File: src/rtl/tea_pkg.sv
// Shared TEA definitions: key-schedule constant, default round count,
// key word slicing and the FSM state type used by the encrypt/decrypt stages.
package tea_pkg;

    localparam logic [31:0] DELTA_DEF  = 32'h9E3779B9;
    localparam int          ROUNDS_DEF = 32;

    localparam int KW     = 32;
    localparam int K0_LSB = 96;
    localparam int K1_LSB = 64;
    localparam int K2_LSB = 32;
    localparam int K3_LSB = 0;

    typedef enum logic [1:0] {
        IDLE = 2'd0,
        RUN  = 2'd1,
        DONE = 2'd2
    } tea_state_t;

    // Initial decrypt sum: the value encryption reaches after all rounds.
    function automatic logic [31:0] sum_init(logic [31:0] delta, int rounds);
        logic [63:0] prod;
        prod = 64'(delta) * 64'(rounds);
        return prod[31:0];
    endfunction

endpackage

File: src/rtl/tea_round_dec.sv
// One combinational TEA decrypt round; v0 update uses the already
// updated v1, mirroring the reverse order of the encrypt round.
module tea_round_dec
    import tea_pkg::*;
(
    input  logic [31:0] v0,
    input  logic [31:0] v1,
    input  logic [31:0] sum,
    input  logic [31:0] k0,
    input  logic [31:0] k1,
    input  logic [31:0] k2,
    input  logic [31:0] k3,
    output logic [31:0] v0_next,
    output logic [31:0] v1_next
);

    logic [31:0] f1;
    logic [31:0] f0;

    always_comb begin
        f1      = ((v0 << 4) + k2) ^ (v0 + sum) ^ ((v0 >> 5) + k3);
        v1_next = v1 - f1;
        f0      = ((v1_next << 4) + k0) ^ (v1_next + sum) ^ ((v1_next >> 5) + k1);
        v0_next = v0 - f0;
    end

endmodule

File: src/rtl/tea_decrypt.sv
// Iterative TEA decryptor: one round per clock, valid/ready on both sides,
// three-state FSM with registered handshake outputs.
module tea_decrypt
    import tea_pkg::*;
#(
    parameter int          ROUNDS = ROUNDS_DEF,
    parameter logic [31:0] DELTA  = DELTA_DEF
) (
    input  logic         clk,
    input  logic         reset_n,
    input  logic         in_valid,
    output logic         in_ready,
    input  logic [31:0]  in_v0,
    input  logic [31:0]  in_v1,
    input  logic [127:0] key,
    output logic         out_valid,
    input  logic         out_ready,
    output logic [31:0]  out_v0,
    output logic [31:0]  out_v1,
    output logic         busy
);

    localparam logic [31:0] SUM_INIT = sum_init(DELTA, ROUNDS);
    localparam logic [5:0]  LAST_RND = 6'(ROUNDS - 1);

    tea_state_t   state;
    tea_state_t   state_n;
    logic [31:0]  v0;
    logic [31:0]  v1;
    logic [31:0]  sum;
    logic [127:0] k;
    logic [5:0]   cnt;
    logic [31:0]  v0_nx;
    logic [31:0]  v1_nx;
    logic         last;

    tea_round_dec u_round (
        .v0      (v0),
        .v1      (v1),
        .sum     (sum),
        .k0      (k[K0_LSB +: KW]),
        .k1      (k[K1_LSB +: KW]),
        .k2      (k[K2_LSB +: KW]),
        .k3      (k[K3_LSB +: KW]),
        .v0_next (v0_nx),
        .v1_next (v1_nx)
    );

    assign last = (cnt == LAST_RND);

    always_comb begin
        state_n = state;
        unique case (state)
            IDLE:    if (in_valid)  state_n = RUN;
            RUN:     if (last)      state_n = DONE;
            DONE:    if (out_ready) state_n = IDLE;
            default:                state_n = IDLE;
        endcase
    end

    always_ff @(posedge clk) begin
        if (!reset_n) begin
            state     <= IDLE;
            in_ready  <= 1'b1;
            out_valid <= 1'b0;
            busy      <= 1'b0;
            out_v0    <= '0;
            out_v1    <= '0;
            v0        <= '0;
            v1        <= '0;
            sum       <= '0;
            k         <= '0;
            cnt       <= '0;
        end else begin
            state     <= state_n;
            in_ready  <= (state_n == IDLE);
            out_valid <= (state_n == DONE);
            busy      <= (state_n != IDLE);
            // Data registers only move on the accepting edge or a round edge.
            if (state == IDLE && in_valid) begin
                v0  <= in_v0;
                v1  <= in_v1;
                k   <= key;
                sum <= SUM_INIT;
                cnt <= '0;
            end else if (state == RUN) begin
                v0  <= v0_nx;
                v1  <= v1_nx;
                sum <= sum - DELTA;
                cnt <= cnt + 6'd1;
                if (last) begin
                    out_v0 <= v0_nx;
                    out_v1 <= v1_nx;
                end
            end
        end
    end

endmodule

File: config.mk
export PLATFORM = sky130hd
export DESIGN_NAME = tea_decrypt
export DESIGN_NICKNAME = d
export VERILOG_FILES = /design/src/rtl/tea_pkg.sv /design/src/rtl/tea_round_dec.sv /design/src/rtl/tea_decrypt.sv
export SDC_FILE = /design/constraint.sdc
export NUM_CORES = 1
export LEC_CHECK = 0
export BUFFER_PORTS_ARGS = -buffer_cell sky130_fd_sc_hd__clkbuf_2
export CAP_MARGIN = 20
export CORE_MARGIN = 5
export CORE_UTILIZATION = 30
export DETAILED_ROUTE_END_ITERATION = 8
export MAX_ROUTING_LAYER = met4
export PLACE_DENSITY = 0.56
export SLEW_MARGIN = 40
export SYNTH_ARGS = -nofsm -noshare
export SYNTH_HDL_FRONTEND = slang
export SYNTH_HIERARCHICAL = 1
export SYNTH_SLANG_ARGS = --single-unit
File: constraint.sdc
create_clock -name clk -period 10.3 [get_ports clk]
set_clock_uncertainty 0.2 [all_clocks]
set_input_delay 1.545 -clock clk [delete_from_list [all_inputs] [get_ports clk]]
set_output_delay 1.545 -clock clk [all_outputs]
set_load 0.03 [all_outputs]
==> out/metrics.cfg <==
[floorplan]
row_count=103
core_um2=79100
die_w_um=293
pin_count=263
die_y_um=293
die_area_um2=85700
start_util_pct=30.3

[critical_path]
cpMostUsedCell=a21oi_1
cp_slowest_stage_delay_ns=0.49
criticalPathCategory=flop to flop
cp.required_ns=10.55
ff2ff_path_depth=43
rr_endpoint=v0[31]$_SDFFE_PN0P_
r2r_start=v0[5]$_SDFFE_PN0P_
crit_path_top_delay_cell=fa_1
reg2reg_slack_ns=0.44
cp-end-kind=flop
crit_path_start_kind=flop
cp_num_buf_inv=1
crit_fanout=6
path_delay_family=compound AO/OA/AOI/OAI gates
arrival_ns=10.11

[detailed_routing]
drt-total-wl_um=86100
ant_nets=0
drt-pass1-iter-count=5
drt-initial-drc-count=1338
num_vias=22100
drc=0
avgViaCountPerCell=5.10
wl_per_cell_um=19.9

[clocking]
clk_path_buf_depth=3
cts_tree=yes
cts_made_buffers=39
cts_setup_buffers=0
cts_root_buffer=clkbuf_16
clk_latency_ns=0.58
clk_pin_slew_ns=0.06
cts_num_sinks=299
htreeDepth=2

[hold_path]
hold_start=out_v1[15]$_SDFFE_PN0P_
min_path_type=flop to flop
whs_path_depth=2
hold_path_end=out_v1[15]$_SDFFE_PN0P_

[cells_and_area]
area_delta_synth_final_pct=16.4
nNetsFinal=3694
drive_gt1_share_pct=13.0
layout_common_cells=nand2_1, dfxtp_1, xnor2_1, clkbuf_2, ha_1
final_common_cell=nand2_1

[flow_run]
maxCapViolations=0

[placement]
gp_congestion=0.915
port_buffers=262
hpwl_um=66900

[yosys]
synth_edf_count=0
synth_area_per_cell_um2=7.94
yosysWarnings=6
ys_ff_latch=299
synth_top_area_share_pct=25.0
synth_cell_type_count=86
syn_inst=3020
synth_area_leader_cell=dfxtp_1
synthesis.nets=3467
syn_area_um2=24000
synth-seq-area-share_pct=25.0
async_flop_share_pct=0
synth.area.top_cells=dfxtp_1, ha_1, xnor2_1
synthFlopType=dfxtp_1

[sta]
period_needed_ns=9.86
setup_violations=0
fmax_ghz=0.101
max_slew_margin_pct=42.6
setup_tns_ns=0
tightest_slew_ns=0.854
finalHoldViolCount=0
period_share_pct=95.7
slew_viol_final=0
rsz0062_at_grt=no
hold_ws_ns=0.256

[global_routing]
overflow=0
grt_use_total_pct=19.8
grt_max_degree=171
antenna_found_initial=5
grt_pass1_vias=21200
grt_pass1_wl_um=129000

[status]
status=completed

[synthesized netlist by cell type (all sizes together) (4+ instances only)]
master,instances
a2111o,4
a2111oi,5
a211oi,30
a21boi,205
a21o,125
a21oi,194
a221oi,4
a311oi,4
a31o,9
a31oi,16
and2,11
and3,18
and4,5
buf,24
clkbuf,94
dfxtp,299
fa,8
ha,243
inv,75
mux2i,4
nand2,612
nand2b,32
nand3,99
nand4,24
nor2,125
nor2b,25
nor3,28
nor3b,5
nor4,4
o211a,65
o211ai,19
o21a,28
o21ai,103
o21bai,23
o31a,7
o31ai,18
o41ai,4
or2,6
or3,13
xnor2,302
xor2,64
[worst min-delay path, delay by kind of cell (launching register included)]
| family | cells | cell delay [ns] |
|---|---|---|
| and+or+nand+nor | 1 | 0.05 |
| AOI/OAI and AO/OA | 1 | 0.05 |
| DFF | 1 | 0.31 |
[area by class of cell]
class | count | area (um2)
Sequential cell | 299 | 5990
Fill cell | 8454 | 51200
Clock inverter | 11 | 133
Inverter | 75 | 282
Clock buffer | 58 | 1160
Antenna cell | 6 | 15.0
Multi-Input combinational cell | 2528 | 17400
Tap cell | 1050 | 1310
Timing Repair Buffer | 304 | 1670
[layer usage]
| metal | vias up | GRT usage [%] | wire length, um |
|---|---|---|---|
| met5 | - | - | 0 |
| met2 | 519 | 30.0 | 37600 |
| met3 | 132 | 4.17 | 5230 |
| met1 | 10300 | 27.0 | 41000 |
| li1 | 11100 | - | - |
| met4 | 0 | 4.99 | 2280 |
[sequential cells by signal, indices dropped and copies added, names as in the netlist]
signal and flops:
sum 32, out_v1 32, busy 1, out_v0 32, out_valid 1, k 128, v0 32, cnt 6
v1 32, in_ready 1, state 2
[cells by family (layout without fill, tap and decap cells)]
kind of cell,Yosys count,in the layout,synth area share (%)
AND/OR/NAND/NOR,1015,1015,18.4
AO/OA/AOI/OAI,889,889,26.2
XOR/XNOR,369,369,13.6
flip-flops,299,299,25.0
adder cells (fa/ha/maj),251,251,13.3
buffers and inverters,193,448,3.20
multiplexers,4,4,0.167
other,0,6,0
[worst max-delay path by stage]
stage                             from                   to  slack, ns  cells past startpoint
floorplan           v0[1]$_SDFFE_PN0P_  v0[31]$_SDFFE_PN0P_       1.70                     43
finish              v0[5]$_SDFFE_PN0P_  v0[31]$_SDFFE_PN0P_       0.44                     43
global route        v0[5]$_SDFFE_PN0P_  v0[31]$_SDFFE_PN0P_       0.02                     46
detailed placement  v0[1]$_SDFFE_PN0P_  v0[31]$_SDFFE_PN0P_       0.31                     42
global placement    v0[1]$_SDFFE_PN0P_  v0[31]$_SDFFE_PN0P_       0.21                     43
CTS                 v0[1]$_SDFFE_PN0P_  v0[31]$_SDFFE_PN0P_       0.25                     42
[per-stage QoR]
stage | cell area (um2) | worst slack, ns | instances | utilization, %
floorplan | 24000 | 1.70 | 3020 | -
global placement | 26500 | 0.210 | 4255 | 33.5
global route | 27900 | 0.0241 | 4330 | 35.3
finish | 27900 | 0.442 | 4331 | 35.3
detailed placement | 26500 | 0.312 | 4255 | 33.5
CTS | 27800 | 0.250 | 4324 | 35.2
[timing repair]
item | in CTS | in global routing
endpoints found under the setup margin | 0 | 8
resized for setup | 0 | 15
hold buffers | 0 | 0
Power is not shown: default switching activity piles up to over one toggle a cycle in this logic, so the estimate is an artifact.
